`src/rtl/ifq_pkg.sv`:
```
// Shared types for the instruction fetch queue.
// Holds the PC increment, FSM state encoding and the default entry layout.
package ifq_pkg;

    localparam int PC_INC = 4;

    typedef enum logic [1:0] {
        IDLE,
        REQ,
        DRAIN
    } state_t;

    typedef struct packed {
        logic [31:0] pc;
        logic [31:0] instr;
    } entry_t;

endpackage

```
`src/rtl/ifq_if.sv`:
```
// Fetch-side bus: redirect input, instruction memory port and decode port.
// master = fetch queue, slave = memory/decode environment.
interface ifq_if #(
    parameter int ADDR_W  = 32,
    parameter int INSTR_W = 32
) ();

    logic               redirect_valid;
    logic [ADDR_W-1:0]  redirect_pc;
    logic               imem_req;
    logic [ADDR_W-1:0]  imem_addr;
    logic               imem_ack;
    logic [INSTR_W-1:0] imem_rdata;
    logic               out_valid;
    logic [ADDR_W-1:0]  out_pc;
    logic [INSTR_W-1:0] out_instr;
    logic               out_ready;

    modport master (
        input  redirect_valid,
        input  redirect_pc,
        output imem_req,
        output imem_addr,
        input  imem_ack,
        input  imem_rdata,
        output out_valid,
        output out_pc,
        output out_instr,
        input  out_ready
    );

    modport slave (
        output redirect_valid,
        output redirect_pc,
        input  imem_req,
        input  imem_addr,
        output imem_ack,
        output imem_rdata,
        input  out_valid,
        input  out_pc,
        input  out_instr,
        output out_ready
    );

endinterface

```
`src/rtl/ifq_fifo.sv`:
```
// Registered FIFO of fetched {pc, instr} entries.
// Flush wins over push; pointers wrap modulo DEPTH (power of two).
module ifq_fifo
    import ifq_pkg::*;
#(
    parameter int  DEPTH = 4,
    parameter type T     = entry_t
) (
    input  logic                   clk,
    input  logic                   reset,
    input  logic                   push,
    input  logic                   pop,
    input  logic                   flush,
    input  T                       wdata,
    output T                       rdata,
    output logic [$clog2(DEPTH):0] count,
    output logic                   full,
    output logic                   empty
);

    localparam int PW = $clog2(DEPTH);
    localparam int CW = PW + 1;
    localparam logic [CW-1:0] FULL_CNT = CW'(DEPTH);

    T              mem [DEPTH];
    logic [PW-1:0] wr_ptr;
    logic [PW-1:0] rd_ptr;
    logic          do_push;
    logic          do_pop;

    assign full    = (count == FULL_CNT);
    assign empty   = (count == '0);
    assign do_pop  = pop && !empty;
    assign do_push = push && (!full || do_pop);
    assign rdata   = mem[rd_ptr];

    // Storage, pointers and occupancy; flush empties without touching data
    always_ff @(posedge clk) begin
        if (reset) begin
            wr_ptr <= '0;
            rd_ptr <= '0;
            count  <= '0;
            for (int i = 0; i < DEPTH; i++) begin
                mem[i] <= '0;
            end
        end else if (flush) begin
            wr_ptr <= '0;
            rd_ptr <= '0;
            count  <= '0;
        end else begin
            if (do_push) begin
                mem[wr_ptr] <= wdata;
                wr_ptr      <= wr_ptr + PW'(1);
            end
            if (do_pop) begin
                rd_ptr <= rd_ptr + PW'(1);
            end
            case ({do_push, do_pop})
                2'b10:   count <= count + CW'(1);
                2'b01:   count <= count - CW'(1);
                default: count <= count;
            endcase
        end
    end

endmodule

```
`src/rtl/instr_fetch_queue.sv`:
```
// Fetch stage: sequential PC generation, single outstanding imem read, entry queue.
// Optional IFQ_BYPASS_EN: empty-queue ack bypass and back-to-back requests.
module instr_fetch_queue
    import ifq_pkg::*;
#(
    parameter int                DEPTH    = 4,
    parameter int                ADDR_W   = 32,
    parameter int                INSTR_W  = 32,
    parameter logic [ADDR_W-1:0] RESET_PC = '0
) (
    input  logic   clk,
    input  logic   reset,
    ifq_if.master  bus
);

    localparam logic [ADDR_W-1:0] INC = ADDR_W'(PC_INC);

    typedef struct packed {
        logic [ADDR_W-1:0]  pc;
        logic [INSTR_W-1:0] instr;
    } fe_t;

    state_t                 state;
    logic [ADDR_W-1:0]      fetch_pc;
    logic                   req;
    logic [ADDR_W-1:0]      addr;
    logic [ADDR_W-1:0]      redir_tgt;
    logic                   ack_ok;
    logic                   push;
    logic                   pop;
    fe_t                    wdata;
    fe_t                    head;
    logic [$clog2(DEPTH):0] count;
    logic                   full;
    logic                   empty;
    logic                   chain;

    assign redir_tgt = {bus.redirect_pc[ADDR_W-1:2], 2'b00};
    assign ack_ok    = (state == REQ) && bus.imem_ack && !bus.redirect_valid;
    assign wdata     = '{pc: fetch_pc, instr: bus.imem_rdata};
    assign pop       = !empty && bus.out_ready;

`ifdef IFQ_BYPASS_EN
    logic bypass;

    assign bypass        = empty && ack_ok;
    assign push          = ack_ok && !(bypass && bus.out_ready);
    assign bus.out_valid = !empty || bypass;
    assign bus.out_pc    = bypass ? fetch_pc : head.pc;
    assign bus.out_instr = bypass ? bus.imem_rdata : head.instr;
    // Keep requesting only if the entry after this ack still fits
    assign chain = (int'(count) + int'(push) - int'(pop)) < DEPTH;
`else
    logic unused_cnt;

    assign push          = ack_ok;
    assign bus.out_valid = !empty;
    assign bus.out_pc    = head.pc;
    assign bus.out_instr = head.instr;
    assign chain         = 1'b0;
    assign unused_cnt    = ^count;
`endif

    assign bus.imem_req  = req;
    assign bus.imem_addr = addr;

    ifq_fifo #(
        .DEPTH (DEPTH),
        .T     (fe_t)
    ) u_fifo (
        .clk   (clk),
        .reset (reset),
        .push  (push),
        .pop   (pop),
        .flush (bus.redirect_valid),
        .wdata (wdata),
        .rdata (head),
        .count (count),
        .full  (full),
        .empty (empty)
    );

    // Fetch FSM: issue, accept or discard the single outstanding read
    always_ff @(posedge clk) begin
        if (reset) begin
            state    <= IDLE;
            fetch_pc <= RESET_PC;
            req      <= 1'b0;
            addr     <= RESET_PC;
        end else begin
            case (state)
                IDLE: begin
                    if (bus.redirect_valid) begin
                        fetch_pc <= redir_tgt;
                    end else if (!full) begin
                        req   <= 1'b1;
                        addr  <= fetch_pc;
                        state <= REQ;
                    end
                end
                REQ: begin
                    if (bus.redirect_valid) begin
                        fetch_pc <= redir_tgt;
                        if (bus.imem_ack) begin
                            req   <= 1'b0;
                            state <= IDLE;
                        end else begin
                            state <= DRAIN;
                        end
                    end else if (bus.imem_ack) begin
                        fetch_pc <= fetch_pc + INC;
                        if (chain) begin
                            addr <= fetch_pc + INC;
                        end else begin
                            req   <= 1'b0;
                            state <= IDLE;
                        end
                    end
                end
                DRAIN: begin
                    if (bus.redirect_valid) begin
                        fetch_pc <= redir_tgt;
                    end
                    if (bus.imem_ack) begin
                        req   <= 1'b0;
                        state <= IDLE;
                    end
                end
                default: begin
                    req   <= 1'b0;
                    state <= IDLE;
                end
            endcase
        end
    end

endmodule
```
`src/flat_wrapper.sv`:
```
// flat-port wrapper written by rule: the top's interface ports become plain ports
module instr_fetch_queue_flat import ifq_pkg::*;
#(
    parameter int                DEPTH    = 4,
    parameter int                ADDR_W   = 32,
    parameter int                INSTR_W  = 32,
    parameter logic [ADDR_W-1:0] RESET_PC = '0
)
  (clk, reset, bus_redirect_valid, bus_redirect_pc, bus_imem_req, bus_imem_addr, bus_imem_ack, bus_imem_rdata, bus_out_valid, bus_out_pc, bus_out_instr, bus_out_ready);
  ifq_if #(.ADDR_W(ADDR_W), .INSTR_W(INSTR_W)) bus_i ();
  input  logic clk;
  input  logic reset;
  input wire logic [$bits(bus_i.redirect_valid)-1:0] bus_redirect_valid;
  input wire logic [$bits(bus_i.redirect_pc)-1:0] bus_redirect_pc;
  output wire logic [$bits(bus_i.imem_req)-1:0] bus_imem_req;
  output wire logic [$bits(bus_i.imem_addr)-1:0] bus_imem_addr;
  input wire logic [$bits(bus_i.imem_ack)-1:0] bus_imem_ack;
  input wire logic [$bits(bus_i.imem_rdata)-1:0] bus_imem_rdata;
  output wire logic [$bits(bus_i.out_valid)-1:0] bus_out_valid;
  output wire logic [$bits(bus_i.out_pc)-1:0] bus_out_pc;
  output wire logic [$bits(bus_i.out_instr)-1:0] bus_out_instr;
  input wire logic [$bits(bus_i.out_ready)-1:0] bus_out_ready;
  assign bus_i.redirect_valid = bus_redirect_valid;
  assign bus_i.redirect_pc = bus_redirect_pc;
  assign bus_imem_req = bus_i.imem_req;
  assign bus_imem_addr = bus_i.imem_addr;
  assign bus_i.imem_ack = bus_imem_ack;
  assign bus_i.imem_rdata = bus_imem_rdata;
  assign bus_out_valid = bus_i.out_valid;
  assign bus_out_pc = bus_i.out_pc;
  assign bus_out_instr = bus_i.out_instr;
  assign bus_i.out_ready = bus_out_ready;
  instr_fetch_queue #(.DEPTH(DEPTH), .ADDR_W(ADDR_W), .INSTR_W(INSTR_W), .RESET_PC(RESET_PC)) u_core (.clk(clk), .reset(reset), .bus(bus_i));
endmodule
```
`config.mk`:
```
export PLATFORM = sky130hd
export DESIGN_NAME = instr_fetch_queue_flat
export DESIGN_NICKNAME = d
export VERILOG_FILES = /design/src/rtl/ifq_pkg.sv /design/src/rtl/ifq_if.sv /design/src/rtl/ifq_fifo.sv /design/src/rtl/instr_fetch_queue.sv /design/src/flat_wrapper.sv
export SDC_FILE = /design/constraint.sdc
export NUM_CORES = 1
export LEC_CHECK = 0
export ABC_AREA = 0
export BUFFER_PORTS_ARGS = -buffer_cell sky130_fd_sc_hd__buf_2
export CORE_ASPECT_RATIO = 2
export CORE_MARGIN = 2
export CORE_UTILIZATION = 45
export CTS_BUF_LIST = sky130_fd_sc_hd__clkbuf_16
export DETAILED_ROUTE_END_ITERATION = 6
export PLACE_DENSITY = 0.63
export SYNTH_ARGS = -nofsm -noshare
export SYNTH_HDL_FRONTEND = slang
export SYNTH_HIERARCHICAL = 1
export SYNTH_SLANG_ARGS = --single-unit
```
`constraint.sdc`:
```
create_clock -name clk -period 6.35 [get_ports clk]
set_input_delay 0 -clock clk [delete_from_list [all_inputs] [get_ports clk]]
set_output_delay 0 -clock clk [all_outputs]
set_load 0.02 [all_outputs]
```
==> results.yml, run 1 <==
finish:
  finalNonFillerCells: 1777
  num-fill-cells: 2893
  synthToLayoutAreaGrowth_pct: 17.8
  drive_above_1_share_pct: 23.1
  nets: 1400
  diodes: 0
  finalCoreUtilization_pct: 53.5
  final_area_um2: 17500
floorplan:
  io_pins: 167
  start_util_pct: 45.5
  core_um2: 32700
  die-width_um: 133
  dieHeight_um: 261
  die_area_um2: 34600
  num_rows: 94
setup_path:
  crit_type: "register to register"
  endpoint: "u_core/u_fifo/mem[2][30]"
  rrSetupSlack_ns: 2.76
  required_ns: 6.52
  cp-start-kind: "register"
  worstRegToRegCells: 7
  worst-path-max-fanout: 130
  end_kind: "register"
  arrival_ns: 3.76
  crit_start: "u_core/state[1]"
  reg2reg_to: "u_core/u_fifo/mem[2][30]"
  r2r-start: "u_core/state[1]"
cts:
  clk-insertion-delay-late_ns: 0.55
  numCtsBuffers: 29
  hold_buffers: 66
  clockBufferDepth: 3
  clkSinkCount: 328
  cts.repair.resized: 0
  clkTransAtPathRegs_ns: 0.06
  htree_num_levels: 1
  root_buffer: "clkbuf_16"
  cts_tree: "done"
  post_cts_buffers: 0
yosys:
  async_flop_share_pct: 0
  yosys-top-cells-area: "edfxtp_1, dfxtp_1, mux4_2, and3_1, and2_1"
  yosysTopAreaCellShare_pct: 51.7
  synth-edff-count: 256
  synth_cell_types: 67
  synth_most_common_cell: "edfxtp_1"
  synth_area_um2: 14900
  synth_area_leader_cell: "edfxtp_1"
  synth_flop_cell: "edfxtp_1"
  ys_top_cells_by_count: "edfxtp_1, and3_1, and2_1"
  postSynthAreaPerCell_um2: 13.2
  synthCells: 1130
  synth-seq-area-share_pct: 61.4
  yosys_warnings: 6
  ys_ff_latch: 328
drt:
  first_pass_iters: 5
  route.met2.wl_um: 20000
  ant_nets: 0
  routed.top_layer: "met4"
  met3_length_um: 1490
  wirelength_um: 36800
  met1_length_um: 14200
  vias_per_cell: 5.58
  drc: 0
  drt_iter0_markers: 736
  num_vias: 9919
  wl_per_cell_um: 20.7
place:
  io_buffer_count: 162
  dp.cells: 1658
  postPlaceCellArea_um2: 16000
  dp_hpwl_um: 20900
  globalplace.congestion: 0.888
run:
  cap_viol_max_count: 0
timing:
  finalHoldViolCount: 0
  tightest_slew_ns: 1.21
  rsz0062_at_grt: "false"
  skew_ns: 0.00971
  max_slew_margin_pct: 19.7
  finalSetupViolations: 0
  fmax_mhz: 278
  finalCriticalPeriod_ns: 3.59
  drv_slew: 0
  setup-tns-final_ns: 0
  period_share_pct: 56.6
global_routing:
  antenna_found_initial: 0
  grt_pass1_wl_um: 56700
  grt_max_degree: 131
  grt_pass1_vias: 10297
  grt_usage_pct: 21.1
  overflow: 0
power_and_ir_drop:
  p_leak_nw: 6.96
  irDropWorstVdd_v: 0.000200
  p_per_area_nw_per_um2: 255
worst_hold_path:
  hold_depth: 5
  min-delay-path-class: "input pin to register"
run_status:
  status: "finished clean"
[cells in the final DEF (no fill, tap or decap), types with 3 or more instances in the layout]
cell / Yosys / layout
nor3_1: 11 / 10
dlygate4sd3_1: 0 / 66
a31oi_1: 11 / 11
and2_1: 132 / 132
nand4_1: 11 / 11
nand2_1: 97 / 97
a21oi_1: 65 / 65
inv_1: 12 / 19
or3_1: 6 / 6
nor2_1: 36 / 34
o21ai_0: 23 / 23
nor4_1: 7 / 7
buf_2: 13 / 162
a32oi_1: 5 / 5
conb_1: 1 / 10
mux4_2: 64 / 64
clkinv_1: 1 / 4
and4_1: 4 / 4
a211oi_1: 4 / 4
ha_1: 7 / 7
clkbuf_16: 0 / 30
nand2b_1: 5 / 5
nor4_4: 2 / 3
a32o_1: 3 / 3
edfxtp_1: 256 / 256
o31ai_1: 5 / 5
buf_4: 7 / 14
dfxtp_1: 72 / 70
o211ai_1: 3 / 3
inv_2: 0 / 8
nand3_1: 14 / 14
and3_1: 135 / 135
[flip-flops by register name (all words and copies together), names as in the netlist, named ones only]
name	cells
u_core/bus.imem_req	1
u_core/u_fifo/wr_ptr	2
u_core/u_fifo/count	3
u_core/u_fifo/rd_ptr	2
u_core/state	2
u_core/bus.imem_addr	30
u_core/fetch_pc	30
u_core/u_fifo/mem	256
[power breakdown]
| group | leakage (nW) | total [mW] | switching (mW) | internal (mW) |
|---|---|---|---|---|
| clock network | 0.482 | 1.69 | 0.761 | 0.931 |
| logic | 3.24 | 0.316 | 0.196 | 0.121 |
| registers | 3.23 | 2.45 | 0.0623 | 2.39 |
| total | 6.96 | 4.46 | 1.02 | 3.44 |
[per-layer routing]
layer / vias to the layer above / track usage [%]
met5: - / 0
met3: 68 / 1.84
met2: 302 / 40.3
met4: 0 / 7.86
met1: 4938 / 24.3
li1: 4611 / -
[logic make-up after synthesis]
| logic type | after synthesis | share of synthesized area, % |
|---|---|---|
| multiplexers | 65 | 9.76 |
| buffers and inverters | 102 | 3.47 |
| flip-flops | 328 | 61.4 |
| other | 1 | 0.0252 |
| XOR/XNOR | 2 | 0.118 |
| AND/OR/NAND/NOR | 482 | 18.7 |
| AO/OA/AOI/OAI | 142 | 5.83 |
| adder cells (fa/ha/maj) | 8 | 0.724 |
[critical path: stages (launching register included)]
cell	delay, ns
dfxtp_1	0.34
inv_1	0.11
ha_1	0.21
and3_1	0.23
inv_1	0.13
nor4_4	0.27
buf_4	0.94
a21o_4	0.93
[area by class of cell]
cell class | count | area (um2) | area share (%)
inverters | 13 | 48.8 | 0.279
repair buffers | 242 | 1580 | 9.00
clock inverters | 23 | 145 | 0.829
flip-flops and latches | 328 | 9140 | 52.2
well taps | 432 | 541 | 3.09
multi-input cells | 709 | 5310 | 30.3
clock buffers | 30 | 751 | 4.29
[worst min-delay path by stage]
stage	startpoint	end
floorplan	bus_redirect_pc[3]	u_core/fetch_pc[3]
global placement	bus_redirect_pc[3]	u_core/fetch_pc[3]
detailed placement	bus_redirect_pc[2]	u_core/fetch_pc[2]
CTS	bus_out_ready	register
global route	bus_out_ready	register
finish	bus_out_ready	register
[metrics by stage]
step / power [mW] / hold WS, ns / worst slack, ns
finish: 4.46 / 0.0312 / 2.76
global route: 4.61 / 0.0397 / 2.52
CTS: 4.51 / 0.00784 / 2.72
detailed placement: 2.79 / 0.290 / 2.74
global placement: 2.78 / 0.278 / 2.79
floorplan: 2.66 / 0.163 / 3.04
Power figures use the tool's default switching activity.
==> run 2: changes to the inputs <==
--- a/config.mk
+++ b/config.mk
@@ -12,7 +12,7 @@
 export CORE_UTILIZATION = 45
 export CTS_BUF_LIST = sky130_fd_sc_hd__clkbuf_16
 export DETAILED_ROUTE_END_ITERATION = 6
-export PLACE_DENSITY = 0.63
+export PLACE_DENSITY = 0.65
 export SYNTH_ARGS = -nofsm -noshare
 export SYNTH_HDL_FRONTEND = slang
 export SYNTH_HIERARCHICAL = 1
==> constraint.sdc (replaced) <==
create_clock -name clk -period 3.3 [get_ports clk]
set_input_delay 0 -clock clk [delete_from_list [all_inputs] [get_ports clk]]
set_output_delay 0 -clock clk [all_outputs]
set_load 0.02 [all_outputs]
==> run 2 against run 1 <==
Sequential cell count is the same. Hold slack lost 0.00051 ns. Largest power group unchanged. Wire length grew 1.9%. Critical path type unchanged. Maximum frequency grew 32%. Setup slack lost 2.2 ns. Combinational power grew 100%. Sequential share of layout area shrank 0.78 points. Register-to-register slack lost 2.2 ns.
==> results.yml, run 2 (synthesized netlist as in run 1, its figures left out) <==
run_status:
  status: "finished clean"
cts:
  clk-insertion-delay-late_ns: 0.56
  root_buffer: "clkbuf_16"
  clockBufferDepth: 3
  cts_tree: "done"
  clkSinkCount: 328
  post_cts_buffers: 0
  clkTransAtPathRegs_ns: 0.07
  htree_num_levels: 1
  numCtsBuffers: 29
floorplan:
  die-width_um: 133
  dieHeight_um: 261
  io_pins: 167
  num_rows: 94
  die_area_um2: 34600
  start_util_pct: 45.5
  core_um2: 32700
global_routing:
  busiest_layer: "met2"
  use_met2_pct: 41.1
  overflow: 0
  antenna_found_initial: 1
  grt_use_met1_pct: 24.5
  grt_max_degree: 75
  grt_usage_pct: 21.4
  grtUsageMet3_pct: 2.09
  grt_pass1_wl_um: 57400
  grt_pass1_vias: 10375
timing:
  period_share_pct: 82.7
  tightest_slew_ns: 1.11
  rsz0062_at_grt: "false"
  max_slew_margin_pct: 26.0
  finalSetupViolations: 0
  skew_ns: 0.0176
  finalCriticalPeriod_ns: 2.73
  setup-tns-final_ns: 0
  whs_ns: 0.0307
  drv_slew: 0
  finalHoldViolCount: 0
  fmax_mhz: 366
drt:
  vias_per_cell: 5.64
  num_vias: 10101
  wirelength_um: 37500
  drt_iter0_markers: 641
  wl_per_cell_um: 21.0
  ant_nets: 0
  first_pass_iters: 4
  drc: 0
place:
  io_buffer_count: 162
  globalplace.congestion: 0.895
  dp_hpwl_um: 22800
run:
  cap_viol_max_count: 0
setup_path:
  end_kind: "register"
  crit_path_cell_trace: "nor3_1, nor2b_1, nor4b_4, nand2b_1, ha_1, inv_1, fa_1, xor2_1, or3_1, a21oi_1"
  crit_type: "register to register"
  arrival_ns: 3.21
  required_ns: 3.78
  cp_num_buf_inv: 1
  cpMaxStageDelayCell: "nor3_1"
  worst-path-max-fanout: 6
  cp-start-kind: "register"
  path_delay_family: "simple AND/OR/NAND/NOR gates"
  worst_path_largest_cell_delay_ns: 0.44
finish:
  synthToLayoutAreaGrowth_pct: 19.6
  drive_above_1_share_pct: 23.6
  num-fill-cells: 2833
  multiInputGateArea_um2: 5310
  layout_commonest_cell: "edfxtp_1"
  largest_reg_flops: 256
  nets: 1412
  layout_common_cells: "edfxtp_1, buf_2, and3_1"
  seqCellArea_um2: 9140
  max_flop_register: "u_core/u_fifo/mem"
power_and_ir_drop:
  irDropWorstVdd_v: 0.000373
  p_leak_nw: 7.07
  p_per_area_nw_per_um2: 496
worst_hold_path:
  min-delay-path-class: "input pin to register"
-- run 2: final cells by class --
type                    instances  area share [%]
repair buffers                254            9.93
clock inverters                25            1.39
inverters                      13           0.275
diodes                          1          0.0141
well taps                     432            3.04
flip-flops and latches        328            51.4
clock buffers                  29            4.08
multi-input cells             709            29.9
-- run 2: repair_timing --
action                    4_1_cts  5_1_grt
gates resized for setup         0        0
hold buffers                   65        0
hold endpoints to repair      170        0
-- run 2: path summary, 6_finish.rpt --
check,from,end,slack [ns],cells after the start
hold / removal,bus_out_ready,register,0.03,5
setup reg to reg,u_core/u_fifo/count[0],u_core/u_fifo/count[2],0.57,10
setup / recovery,u_core/u_fifo/count[0],u_core/u_fifo/count[2],0.57,10
hold reg to reg,u_core/bus.imem_addr[5],u_core/bus.imem_addr[5],0.46,2
-- run 2: routing by layer --
layer  routed length (um)  share of wire [%]  up-vias
li1                     -                  -     4651
met3                 1800                4.8       56
met4                 1000                2.7        0
met1                14000                 37     5026
met5                    0                  0        -
met2                20800                 55      368
-- run 2: where the power goes --
part	total [mW]	internal (mW)	switching (mW)	leakage, nW
clock network	3.47	1.99	1.48	0.501
logic	0.635	0.249	0.386	3.34
registers	4.72	4.60	0.121	3.23
-- run 2: worst reg2reg max path: stages, from the launching register on --
cell      delay, ns
dfxtp_1        0.36
nor3_1         0.44
nor2b_1        0.19
nor4b_4        0.27
nand2b_1       0.17
ha_1           0.19
inv_1          0.06
fa_1           0.38
xor2_1         0.15
or3_1          0.31
a21oi_1        0.14
-- run 2: stage by stage --
| step | power (mW) | std cells | setup WS [ns] | utilization (%) | instance area, um2 |
|---|---|---|---|---|---|
| detailed placement | 5.39 | 1671 | 0.557 | 49.4 | 16100 |
| finish | 8.82 | 1791 | 0.569 | 54.4 | 17800 |
| floorplan | 5.11 | 1139 | 0.540 | - | 14900 |
| CTS | 8.91 | 1790 | 0.543 | 54.4 | 17800 |
| global placement | 5.37 | 1671 | 0.593 | 49.4 | 16100 |
| global route | 9.12 | 1791 | 0.408 | 54.4 | 17800 |
